==> config.mk <==
export PLATFORM = sky130hd
export DESIGN_NAME = cn_clk_gen
export DESIGN_NICKNAME = d
export VERILOG_FILES = /design/src/rtl/cn_clk_gen_pkg.sv /design/src/rtl/cn_clk_gen_ch.sv /design/src/rtl/cn_clk_gen.sv
export SDC_FILE = /design/constraint.sdc
export NUM_CORES = 1
export LEC_CHECK = 0
export CORE_MARGIN = 3
export CORE_UTILIZATION = 59
export CTS_CLUSTER_SIZE = 14
export DETAILED_ROUTE_END_ITERATION = 10
export HOLD_SLACK_MARGIN = 0.03
export PLACE_DENSITY = 0.9
export SYNTH_ARGS = -nofsm -noshare
export SYNTH_HDL_FRONTEND = slang
export SYNTH_SLANG_ARGS = --single-unit
==> constraint.sdc <==
create_clock -name clk -period 5.37 [get_ports clk]
set_input_delay 0.537 -clock clk [delete_from_list [all_inputs] [get_ports clk]]
set_output_delay 0.537 -clock clk [all_outputs]
set_load 0.02 [all_outputs]
==> src/rtl/cn_clk_gen_pkg.sv <==
// cn_clk_gen_pkg: shared types for the divided-clock generator.
//   ch_state_e - per-channel sequencing state
//   ch_cfg_t   - one channel's configuration (ratio, skew, enable)
//   eff_div()  - clamps a requested ratio to the smallest legal period of 2
// The field widths here set the per-channel datapath width used by cn_clk_gen_ch.
package cn_clk_gen_pkg;

    localparam int unsigned CN_DIV_W  = 8;
    localparam int unsigned CN_SKEW_W = 3;

    typedef enum logic [1:0] {
        IDLE,
        RUN,
        PEND
    } ch_state_e;

    typedef struct packed {
        logic [CN_DIV_W-1:0]  div;
        logic [CN_SKEW_W-1:0] skew;
        logic                 en;
    } ch_cfg_t;

    // Ratios 0 and 1 cannot form a clock; both fall back to a period of 2.
    function automatic logic [CN_DIV_W-1:0] eff_div(input logic [CN_DIV_W-1:0] div);
        return (div < CN_DIV_W'(2)) ? CN_DIV_W'(2) : div;
    endfunction

endpackage

==> src/rtl/cn_clk_gen_ch.sv <==
// cn_clk_gen_ch: one channel of the divided-clock generator.
// Counter, three-state sequencer, pending-config register, skew delay line
// and (optionally) a glitch-free output gate.
// Optional macro: CN_CLK_GEN_GATE_EN adds gate_en and gates clk_out.
// Ports:
//   clk, rst          sole clock, synchronous active-high reset
//   cfg_vld/cfg_rdy   configuration handshake
//   cfg_div/skew/en   requested ratio, skew and run enable
//   gate_en           (macro only) output gate request
//   clk_ideal         registered divided clock
//   clk_out           clk_ideal delayed by the active skew (gated if enabled)
//   tick              one-cycle pulse on each clk_ideal rising edge
//
// state | meaning
// IDLE  | stopped; clk_ideal low, accepts config (en=1 starts a period next cycle)
// RUN   | counting; accepts config into the pending register
// PEND  | counting with old config; new config applied at the period end
module cn_clk_gen_ch
    import cn_clk_gen_pkg::*;
#(
    parameter int unsigned MAX_SKEW = 7
) (
    input  logic                 clk,
    input  logic                 rst,
    input  logic                 cfg_vld,
    output logic                 cfg_rdy,
    input  logic [CN_DIV_W-1:0]  cfg_div,
    input  logic [CN_SKEW_W-1:0] cfg_skew,
    input  logic                 cfg_en,
`ifdef CN_CLK_GEN_GATE_EN
    input  logic                 gate_en,
`endif
    output logic                 clk_ideal,
    output logic                 clk_out,
    output logic                 tick
);

    ch_state_e            state_q, state_d;
    logic [CN_DIV_W-1:0]  cnt_q, cnt_d;
    logic [CN_DIV_W-1:0]  div_q, div_d;
    logic [CN_SKEW_W-1:0] skew_q, skew_d;
    ch_cfg_t              pend_q, pend_d;
    logic                 clk_ideal_q, clk_ideal_d;
    logic                 tick_q, tick_d;
    logic [MAX_SKEW-1:0]  line_q, line_d;

    ch_cfg_t              cfg_in;
    logic                 hs;
    logic                 last;
    logic [CN_DIV_W-1:0]  cnt_inc;
    logic                 run_d;
    logic [MAX_SKEW:0]    taps;
    logic                 dly_clk;

    assign cfg_rdy = (state_q != PEND);

    // Tap 0 is clk_ideal itself; tap k is clk_ideal k cycles ago.
    assign taps    = {line_q, clk_ideal_q};
    assign dly_clk = taps[skew_q];

    always_comb begin
        cfg_in.div  = eff_div(cfg_div);
        cfg_in.skew = (32'(cfg_skew) > MAX_SKEW) ? CN_SKEW_W'(MAX_SKEW) : cfg_skew;
        cfg_in.en   = cfg_en;
        hs          = cfg_vld & cfg_rdy;
        last        = (cnt_q == div_q - CN_DIV_W'(1));
        cnt_inc     = last ? '0 : cnt_q + CN_DIV_W'(1);

        state_d = state_q;
        cnt_d   = cnt_q;
        div_d   = div_q;
        skew_d  = skew_q;
        pend_d  = pend_q;

        unique case (state_q)
            IDLE: begin
                cnt_d = '0;
                if (hs) begin
                    div_d  = cfg_in.div;
                    skew_d = cfg_in.skew;
                    if (cfg_in.en) state_d = RUN;
                end
            end
            RUN: begin
                cnt_d = cnt_inc;
                if (hs) begin
                    pend_d  = cfg_in;
                    state_d = PEND;
                end
            end
            PEND: begin
                cnt_d = cnt_inc;
                // Swap config only as the current period closes: no runt pulse.
                if (last) begin
                    div_d   = pend_q.div;
                    skew_d  = pend_q.skew;
                    state_d = pend_q.en ? RUN : IDLE;
                end
            end
            default: state_d = IDLE;
        endcase

        // Outputs are registered from the next count so they line up with it.
        run_d       = (state_d != IDLE);
        clk_ideal_d = run_d && (cnt_d < (div_d >> 1));
        tick_d      = run_d && (cnt_d == '0);
        line_d      = taps[MAX_SKEW-1:0];
    end

    always_ff @(posedge clk) begin
        if (rst) begin
            state_q     <= IDLE;
            cnt_q       <= '0;
            div_q       <= CN_DIV_W'(2);
            skew_q      <= '0;
            pend_q      <= '0;
            clk_ideal_q <= 1'b0;
            tick_q      <= 1'b0;
            line_q      <= '0;
        end else begin
            state_q     <= state_d;
            cnt_q       <= cnt_d;
            div_q       <= div_d;
            skew_q      <= skew_d;
            pend_q      <= pend_d;
            clk_ideal_q <= clk_ideal_d;
            tick_q      <= tick_d;
            line_q      <= line_d;
        end
    end

    assign clk_ideal = clk_ideal_q;
    assign tick      = tick_q;

`ifdef CN_CLK_GEN_GATE_EN
    logic gate_q, gate_d;

    // The gate only follows gate_en while the delayed clock is low, so a high
    // phase is either passed whole or suppressed whole.
    always_comb begin
        gate_d = dly_clk ? gate_q : gate_en;
    end

    always_ff @(posedge clk) begin
        if (rst) gate_q <= 1'b0;
        else     gate_q <= gate_d;
    end

    assign clk_out = dly_clk & gate_q;
`else
    assign clk_out = dly_clk;
`endif

endmodule

==> src/rtl/cn_clk_gen.sv <==
// cn_clk_gen: multi-channel divided-clock generator.
// NUM_CH independent channels, each with its own handshake, ratio and skew.
// Optional macro: CN_CLK_GEN_GATE_EN adds per-channel gate_en for clk_out.
// Ports:
//   clk, rst      sole clock, synchronous active-high reset
//   cfg_vld/rdy   per-channel config handshake
//   cfg_div       channel c at [c*DIV_W +: DIV_W]
//   cfg_skew      channel c at [c*SKEW_W +: SKEW_W]
//   cfg_en        per-channel run enable
//   gate_en       (macro only) per-channel clk_out gate
//   clk_ideal     divided clocks; clk_out skewed copies; tick period pulses
// DIV_W/SKEW_W must match the package field widths.
module cn_clk_gen
    import cn_clk_gen_pkg::*;
#(
    parameter int unsigned NUM_CH   = 4,
    parameter int unsigned DIV_W    = CN_DIV_W,
    parameter int unsigned MAX_SKEW = 7,
    parameter int unsigned SKEW_W   = CN_SKEW_W
) (
    input  logic                     clk,
    input  logic                     rst,
    input  logic [NUM_CH-1:0]        cfg_vld,
    output logic [NUM_CH-1:0]        cfg_rdy,
    input  logic [NUM_CH*DIV_W-1:0]  cfg_div,
    input  logic [NUM_CH*SKEW_W-1:0] cfg_skew,
    input  logic [NUM_CH-1:0]        cfg_en,
`ifdef CN_CLK_GEN_GATE_EN
    input  logic [NUM_CH-1:0]        gate_en,
`endif
    output logic [NUM_CH-1:0]        clk_ideal,
    output logic [NUM_CH-1:0]        clk_out,
    output logic [NUM_CH-1:0]        tick
);

    for (genvar c = 0; c < NUM_CH; c++) begin : g_ch
        cn_clk_gen_ch #(
            .MAX_SKEW (MAX_SKEW)
        ) u_ch (
            .clk       (clk),
            .rst       (rst),
            .cfg_vld   (cfg_vld[c]),
            .cfg_rdy   (cfg_rdy[c]),
            .cfg_div   (cfg_div[c*DIV_W +: DIV_W]),
            .cfg_skew  (cfg_skew[c*SKEW_W +: SKEW_W]),
            .cfg_en    (cfg_en[c]),
`ifdef CN_CLK_GEN_GATE_EN
            .gate_en   (gate_en[c]),
`endif
            .clk_ideal (clk_ideal[c]),
            .clk_out   (clk_out[c]),
            .tick      (tick[c])
        );
    end

endmodule

== Word-level counts from Yosys, hierarchy flattened ==
Index checks and enable logic that the tools add are counted.

* Register bits after elaboration: 168
* Logic and storage cells: 196

* Add/sub/neg operators: 8
* Magnitude comparators: 12
* Equal/unequal tests: 24
* Multiplexer cells: 68
* Bitwise logic cells: 4
* Reductions and logical operators: 36

{| class="wikitable"
|+ Operator list
! kind !! count
|-
| 8-bit two-way mux || 16
|-
| 8-bit case mux with 2 select lines || 8
|-
| 8-bit by 1-bit adder with 8-bit output, second input constant || 4
|-
| 8-bit equality test || 4
|-
| 8-bit zero test || 4
|-
| 8-bit by 2-bit < comparator with 1-bit output, second input constant || 4
|-
| 8-bit by 7-bit < comparator with 1-bit output || 4
|-
| 2-bit two-way mux || 16
|-
| 8-bit by 1-bit subtractor with 8-bit output, second input constant || 4
|-
| 3-bit two-way mux || 8
|-
| 2-bit case mux with 3 select lines || 4
|-
| 3-bit case mux with 2 select lines || 4
|-
| 3-bit by 4-bit < comparator with 1-bit output, second input constant || 4
|-
| 2-bit by 1-bit inequality test with 1-bit output, second input constant || 8
|-
| 2-bit nonzero test || 8
|-
| 1-bit binary-select mux with 3-bit select || 4
|-
| 3-bit AND reduction || 4
|-
| 2-bit by 1-bit equality test with 1-bit output, second input constant || 4
|-
| 2-bit equality test, second input constant || 4
|-
| 1-bit logical AND || 8
|-
| 2-bit zero test || 4
|-
| 1-bit two-way mux || 8
|-
| 2-bit inequality test, second input constant || 4
|-
| 2-bit AND reduction || 4
|-
| other kinds (2) || 8
|}

== Longest topological paths before layout ==
Gate-level depths: netlist of run 1.

* Word-level depth: 6
* Mapped depth: 18
* Depth with buffers taken out: 16

== Cells and area by module ==
A second synthesis of run 1 with hierarchy kept.

* Cell total of the unflattened synthesis: 1172
* Area, all modules: 10039.6 sq um

{| class="wikitable"
|+ By module, submodules not included
! module !! times used !! cells an instance !! area an instance (sq um) !! sequential area each (sq um)
|-
| cn_clk_gen_ch at g_ch[0].u_ch ... || 3 || 293 || 2518.7 || 840.8
|-
| cn_clk_gen_ch at g_ch[3].u_ch || 1 || 293 || 2483.6 || 840.8
|}

== Worst setup path after synthesis of run 1 ==
No wires, ideal clock.

* Path kind: register -> register
* From: register g_ch[1].u_ch.div_q[0]
* To: register g_ch[1].u_ch.clk_ideal_q
* Data arrival time: 3914 ps
* Setup slack: 1371 ps
* Cell stages (with the launch flop): 15
* Path buffers: 2
* Cells stage by stage: dfxtp_1 > or4_1 > clkbuf_2 > or4_1 > a21o_1 > a2111oi_4 > nand2b_1 > o21ai_1 > buf_2 > a222oi_1 > ha_1 > a211o_1 > a21oi_1 > nand4b_1 > a211oi_1

* Cells in the longest elaborated chain, start to end: 6
* Elaborated cells between the ends (all ways): 11
* Classes of those cells: add/sub: 1; order compare: 1; eq/ne: 1; mux: 6; reduce/logical: 2

{| class="wikitable"
|+ RTL lines
! element !! line !! source
|-
| start: declaration || cn_clk_gen_ch.sv:40 || <nowiki>logic [CN_DIV_W-1:0] div_q, div_d;</nowiki>
|-
| start signal: assignment || cn_clk_gen_ch.sv:123 || <nowiki>div_q <= div_d;</nowiki>
|-
| 8-bit by 1-bit subtractor with 8-bit output * || cn_clk_gen_ch.sv:66 || <nowiki>last = (cnt_q == div_q - CN_DIV_W'(1));</nowiki>
|-
| 8-bit equality test * || cn_clk_gen_ch.sv:66 ||
|-
| 8-bit two-way mux, or another cell as far along || cn_clk_gen_ch.sv:67 || <nowiki>cnt_inc = last ? '0 : cnt_q + CN_DIV_W'(1);</nowiki>
|-
| 8-bit case mux with 2 select lines / 2-bit case mux with 3 select lines (equally long branches) || cn_clk_gen_ch.sv:75 || <nowiki>unique case (state_q)</nowiki>
|-
| 8-bit by 7-bit < comparator with 1-bit output / 2-bit nonzero test (equally long branches) || cn_clk_gen_ch.sv:105, cn_clk_gen_ch.sv:104 ||
|-
| 1-bit logical AND * || cn_clk_gen_ch.sv:105 || <nowiki>clk_ideal_d = run_d && (cnt_d < (div_d >> 1));</nowiki>
|-
| end signal: assignment || cn_clk_gen_ch.sv:126 || <nowiki>clk_ideal_q <= clk_ideal_d;</nowiki>
|-
| end: declaration || cn_clk_gen_ch.sv:43 || <nowiki>logic clk_ideal_q, clk_ideal_d;</nowiki>
|}

Mark *: on every way between the ends. The rest lies on a longest branch, timed or not. The select of a mux whose other input is x is not followed.
A chain may end at the register's enable or synchronous reset.

== Worst setup path after layout of run 1 ==
* From: register g_ch[1].u_ch.div_q[2]
* To: register g_ch[1].u_ch.clk_ideal_q

* Cells in the longest elaborated chain, start to end: 6
* Elaborated cells between the ends (all ways): 12
* Classes of those cells: add/sub: 1; order compare: 1; eq/ne: 1; mux: 7; reduce/logical: 2

{| class="wikitable"
|+ RTL lines
! element !! line
|-
| 8-bit by 1-bit subtractor with 8-bit output || cn_clk_gen_ch.sv:66
|-
| 8-bit equality test || cn_clk_gen_ch.sv:66
|-
| 8-bit two-way mux, or another cell as far along || cn_clk_gen_ch.sv:67
|-
| 8-bit case mux with 2 select lines / 2-bit case mux with 3 select lines (equally long branches) || cn_clk_gen_ch.sv:75
|-
| 8-bit by 7-bit < comparator with 1-bit output / 2-bit nonzero test (equally long branches) || cn_clk_gen_ch.sv:105, cn_clk_gen_ch.sv:104
|-
| 1-bit logical AND * || cn_clk_gen_ch.sv:105
|}

Marks and branches as above.

==> results of run 1 <==
-- synth_stat cells, types with 11 or more instances --
| library cell | number | area share [%] |
|---|---|---|
| dfxtp_1 | 168 | 36 |
| nand2_1 | 139 | 5.5 |
| nor2_1 | 123 | 4.9 |
| a21oi_1 | 91 | 4.8 |
| clkbuf_1 | 59 | 2.3 |
| nor2b_1 | 57 | 3.8 |
| ha_1 | 48 | 6.4 |
| inv_1 | 41 | 1.6 |
| o21ai_0 | 39 | 2.1 |
| a211oi_1 | 33 | 2.6 |
| nor3_1 | 26 | 1.4 |
| xnor2_1 | 24 | 2.2 |
| nand3_1 | 23 | 1.2 |
| xor2_1 | 22 | 2.0 |
| a222oi_1 | 20 | 2.1 |
| mux2i_1 | 17 | 1.8 |
| buf_4 | 16 | 1.3 |
| nand2b_1 | 11 | 0.73 |
-- path summary, 6_finish.rpt --
| path | from | end | slack (ps) | depth (start not counted) |
|---|---|---|---|---|
| worst max-delay path | g_ch[1].u_ch.div_q[2] | g_ch[1].u_ch.clk_ideal | 540 | 12 |
| worst min-delay path | g_ch[1].u_ch.pend_q[11] | g_ch[1].u_ch.pend_q[11] | 450 | 2 |
| worst max register to register | g_ch[1].u_ch.div_q[2] | g_ch[1].u_ch.clk_ideal | 540 | 12 |
| worst min register to register | g_ch[1].u_ch.pend_q[11] | g_ch[1].u_ch.pend_q[11] | 450 | 2 |
-- per-stage QoR --
step | power, mW | std cells | area (um^2) | hold slack [ps]
floorplan | 1.861 | 1150 | 9438 | 432.4
global placement | 2.012 | 1354 | 10050 | 437.1
detailed placement | 2.032 | 1354 | 10050 | 447.4
CTS | 3.179 | 1386 | 10610 | 456.4
global route | 3.314 | 1386 | 10610 | 472.6
finish | 3.180 | 1386 | 10610 | 455.0
-- cells by family after synthesis --
kind of cell,count (synthesis),share of synthesized area (%)
AOI/OAI and AO/OA,279,20.16
xor gates and xnor gates,46,4.269
adders and majority gates,48,6.364
buffers and inverters,121,5.502
DFF,168,35.64
muxes,35,4.945
and+or+nand+nor,453,23.12
-- layout by cell type, fill, tap and decap left out, types with 8 or more instances in the layout --
cell type,count
or2_2,8
clkdlybuf4s50_1,68
mux4_2,8
and2_1,10
nor2_1,123
ha_1,48
mux2_2,9
inv_1,41
nor2b_1,57
a222oi_1,20
nand2_1,139
nor4_1,10
nand2b_1,11
a21oi_1,91
a211oi_1,33
xnor2_1,24
xor2_1,22
clkbuf_16,17
nor3_1,26
o21ai_0,39
mux2i_1,17
dfxtp_1,168
nand3_1,23
-- sequential cells by signal, summed over array words and instances, names as in the netlist --
name / cells
g_ch.u_ch.div_q: 32
g_ch.u_ch.tick: 4
g_ch.u_ch.clk_ideal: 4
g_ch.u_ch.cnt_q: 32
g_ch.u_ch.state_q: 8
g_ch.u_ch.line_q: 28
g_ch.u_ch.skew_q: 12
g_ch.u_ch.pend_q: 48
-- critical path: cells and delay by family (launching register included) --
kind            cells  cell delay (ps)
flops               1              380
compound gates      7             2570
fa+ha+maj           1              360
simple gates        4             1440
-- final cells by class --
class / instances / share of cell area, %
Multi-Input combinational cell: 861 / 52.37
Sequential cell: 168 / 31.71
Timing Repair Buffer: 73 / 6.770
Clock buffer: 20 / 4.305
Tap cell: 211 / 2.489
Inverter: 41 / 1.451
Clock inverter: 12 / 0.9082
-- layer usage --
metal  share of wire, %  GRT usage, %  wire length [um]
met5                  0             0                 0
met4                2.5         9.584               574
met3                7.0         4.639              1637
met2                 48         44.04             11210
met1                 42         33.29              9835
-- where the power goes --
group	internal [mW]	switching (mW)
clock	0.622	0.530
sequential	1.32	0.0777
combinational	0.280	0.354
==> results.json, run 1 <==
{
  "ir_worst_vdd_mv": 0.2457,
  "core-area_um2": 15430,
  "grt_use_total_pct": 26.00,
  "ys_seq_area_share_pct": 35.64,
  "setup_viol": 0,
  "n_antenna_cell": 0,
  "multi_input_area_um2": 5555,
  "fin_crit_ps": 4827,
  "synthesis.area_um2": 9438,
  "p_leak_nw": 4.060,
  "post_cts_buffers": 0,
  "ys_warn_count": 0,
  "dieArea_um2": 17550,
  "drt-wirelength-per-cell_um": 16.78,
  "dp_hpwl_mm": 16.09,
  "avgViaCountPerCell": 6.204,
  "cts_resized": 0,
  "cp_slowest_cell": "a222oi_1",
  "cp_common_cell": "or4_1",
  "dr.pass1.iters": 11,
  "hold_path.class": "flop to flop",
  "final_util_pct": 68.76,
  "status": "finished, final reports clean",
  "holdBufCountCts": 0,
  "cts-htree-levels": 4,
  "cts_inserted_buffers": 17,
  "row_count": 45,
  "pin_count": 70,
  "start_kind": "flop",
  "clk_path_buf_depth": 2,
  "cap_violations": 0,
  "max_freq_ghz": 0.2072,
  "areaGrowthSynthToFinish_pct": 12.40,
  "register_area_um2": 3363,
  "drv_slew": 0,
  "initial_core_util_pct": 61.18,
  "drt-initial-drc-count": 981,
  "final_net_count": 1264,
  "endpoint_kind": "flop",
  "crit_path_cell_trace": "or4_1 -> or4_1 -> a21o_1 -> a2111oi_4 -> nand2b_1 -> o21ai_1 -> a222oi_1 -> ha_1 -> a211o_1 -> a21oi_1 -> nand4b_1 -> a211oi_1",
  "die_h_um": 132.5,
  "worstPathArrival_ps": 5170,
  "pre_cts_ws_ps": 893.4,
  "worstPathRequired_ps": 5720,
  "yosys_register_bits": 168,
  "path_class": "flop to flop",
  "timing.slew.headroom_pct": 31.46,
  "ys_types": 72,
  "synthArstFlopShare_pct": 0,
  "syn_nets": 1252,
  "setup-tns-final_ps": 0,
  "grt_max_degree": 70,
  "power_density_nw_per_um2": 299.7,
  "critical_path.max_stage_delay_ps": 670,
  "synth_flop_cell": "dfxtp_1",
  "fp.dieW_um": 132.5,
  "cts_tree": "done",
  "grt_pass1_wl_mm": 38.43,
  "fill_cells": 1244,
  "min_period_over_period_pct": 89.88,
  "syn_avg_cell_area_um2": 8.207,
  "cts.sinks": 168,
  "grt-ovfl-total": 0,
  "grt_pass1_vias": 8080,
  "via_count": 8599,
  "synthCells": 1150,
  "clkTransAtPathRegs_ps": 60,
  "io_buffers": 69,
  "drc_errors": 0,
  "gp_congestion": 0.9116,
  "rsz0062_at_grt": "false",
  "final_layout_size_suffix_gt1_share_pct": 6.043,
  "synth_edf_count": 0,
  "clock_latency_ps": 430,
  "setup_slack_ps": 543.2,
  "worst_pin_slew_ps": 1026,
  "antenna_left": 0,
  "antenna_found_initial": 0,
  "root_buffer": "clkbuf_16",
  "drt-total-wl_mm": 23.25,
  "crit_fanout": 11,
  "clock_skew_ps": 12.12,
  "hold_viol_final": 0
}
Power figures use the tool's default switching activity.
==> run 2, diff against run 1 <==
--- a/config.mk
+++ b/config.mk
@@ -5,6 +5,7 @@
 export SDC_FILE = /design/constraint.sdc
 export NUM_CORES = 1
 export LEC_CHECK = 0
+export CORE_ASPECT_RATIO = 1.25
 export CORE_MARGIN = 3
 export CORE_UTILIZATION = 59
 export CTS_CLUSTER_SIZE = 14
==> results.json, run 2 (synthesized netlist as in run 1, its figures left out) <==
{
  "final_net_count": 1264,
  "clkTransAtPathRegs_ps": 70,
  "grt_pass1_vias": 8102,
  "design_area_um2": 10650,
  "clock_latency_ps": 420,
  "r2r_slack_ps": 850,
  "critical_path.max_stage_delay_ps": 580,
  "hold_path.class": "flop to flop",
  "core-area_um2": 15630,
  "antenna_left": 0,
  "post_cts_buffers": 0,
  "crit_fanout": 11,
  "ir_worst_vdd_mv": 0.2010,
  "largest_reg_flops": 48,
  "antenna_found_initial": 0,
  "drv_slew": 0,
  "register_area_um2": 3363,
  "crit_buf_inv": 0,
  "max_freq_ghz": 0.2211,
  "cts_inserted_buffers": 17,
  "worst_pin_slew_ps": 1023,
  "status": "finished, final reports clean",
  "die_h_um": 147.4,
  "power_density_nw_per_um2": 304.8,
  "final_common_cell": "dfxtp_1",
  "grt_max_degree": 67,
  "drc_errors": 0,
  "n_antenna_cell": 0,
  "setup_slack_ps": 846.2,
  "final_layout_size_suffix_gt1_share_pct": 5.957,
  "via_count": 8427,
  "root_buffer": "clkbuf_16",
  "start_kind": "flop",
  "cp_slowest_cell": "or4_1",
  "most-common-layout-cells": "168 x dfxtp_1, 139 x nand2_1, 123 x nor2_1, 91 x a21oi_1, 68 x clkdlybuf4s50_1",
  "regMostFlops": "g_ch.u_ch.pend_q",
  "setup_viol": 0,
  "cts_resized": 0,
  "dp_hpwl_mm": 16.07,
  "row_count": 51,
  "clk_path_buf_depth": 2,
  "min_period_over_period_pct": 84.24,
  "path_class": "flop to flop",
  "avgViaCountPerCell": 6.076,
  "crit_path_cell_trace": "or4_1 -> or4_1 -> a21o_1 -> a2111oi_4 -> nand2b_1 -> o21ai_1 -> a222oi_1 -> ha_1 -> a211o_1 -> a21oi_1 -> nand4b_1 -> a211oi_1",
  "critical-path-top-delay-family": "compound AO/OA/AOI/OAI gates",
  "fp.dieW_um": 119.1,
  "drt-wirelength-per-cell_um": 16.03,
  "grt_use_total_pct": 25.43,
  "worstHoldStart": "g_ch[0].u_ch.pend_q[11]",
  "cp_common_cell": "or4_1",
  "endpoint_kind": "flop",
  "crit_start": "g_ch[1].u_ch.div_q[2]",
  "postPlaceCellArea_um2": 10060,
  "setup-tns-final_ps": 0,
  "worstPathRequired_ps": 5710,
  "clock_skew_ps": 7.978,
  "cts-htree-levels": 4,
  "r2r_start": "g_ch[1].u_ch.div_q[2]",
  "gp_congestion": 0.9899,
  "fill_cells": 1238,
  "dr.pass1.iters": 6,
  "cap_violations": 0,
  "io_buffers": 69,
  "drt-initial-drc-count": 923,
  "drt-total-wl_mm": 22.24,
  "pin_count": 70,
  "p_leak_nw": 4.078,
  "fin_crit_ps": 4524,
  "areaGrowthSynthToFinish_pct": 12.83,
  "worstPathArrival_ps": 4870,
  "holdBufCountCts": 0,
  "multi_input_area_um2": 5555,
  "timing.slew.headroom_pct": 31.66,
  "reg.largest.list": "g_ch.u_ch.pend_q: 48 flops, g_ch.u_ch.cnt_q: 32 flops, g_ch.u_ch.div_q: 32 flops",
  "cts.sinks": 168,
  "grt_pass1_wl_mm": 37.36,
  "cts_tree": "done",
  "rsz0062_at_grt": "false",
  "holdWs_ps": 452.7,
  "grt-ovfl-total": 0,
  "hold_viol_final": 0,
  "initial_core_util_pct": 60.37,
  "pre_cts_ws_ps": 921.1,
  "dieArea_um2": 17560
}
==> run 2: cell types whose count changed in the layout (fill, tap and decap cells not counted), sizes merged <==
cell    delta
clkbuf     +2
bufinv     +2
inv        -1
clkinv     -3
==> run 2: layer usage <==
metal  track usage, %  wire length, um  up-vias
li1                 -                -     4112
met1            30.73             9357     3983
met3            3.712              970       69
met2            44.10            11170      263
met4            12.64              739        0
met5                0                0        -
==> run 2: cell type report <==
cell class | count | share of cell area (%)
Multi-Input combinational cell | 861 | 52.17
Tap cell | 212 | 2.491
Sequential cell | 168 | 31.58
Clock inverter | 10 | 1.116
Timing Repair Buffer | 73 | 6.744
Inverter | 41 | 1.445
Clock buffer | 22 | 4.453
==> run 2: path summary, 6_finish.rpt <==
| check | end | cells after the start |
|---|---|---|
| worst min-delay path | g_ch[0].u_ch.pend_q[11] | 2 |
| worst max-delay path | g_ch[1].u_ch.clk_ideal | 12 |
| worst min register to register | g_ch[0].u_ch.pend_q[11] | 2 |
| worst max register to register | g_ch[1].u_ch.clk_ideal | 12 |
==> run 2: worst min-delay path, stage by stage, from the launching register on <==
cell	delay, ps
dfxtp_1	310
nand2_1	50
a21oi_1	50
==> run 2: through the flow <==
| stage | power (mW) | util [%] | instances |
|---|---|---|---|
| 4_1_cts | 3.250 | 68.12 | 1387 |
| 2_1_floorplan | 1.861 | - | 1150 |
| 6_report | 3.245 | 68.12 | 1387 |
| 3_3_place_gp | 2.014 | 64.32 | 1355 |
| 3_5_place_dp | 2.032 | 64.32 | 1355 |
| 5_1_grt | 3.394 | 68.12 | 1387 |
==> run 2: power breakdown <==
part	switching, mW	total, mW	internal [mW]
Sequential	0.0758	1.39	1.32
Clock	0.502	1.23	0.723
Combinational	0.347	0.627	0.280
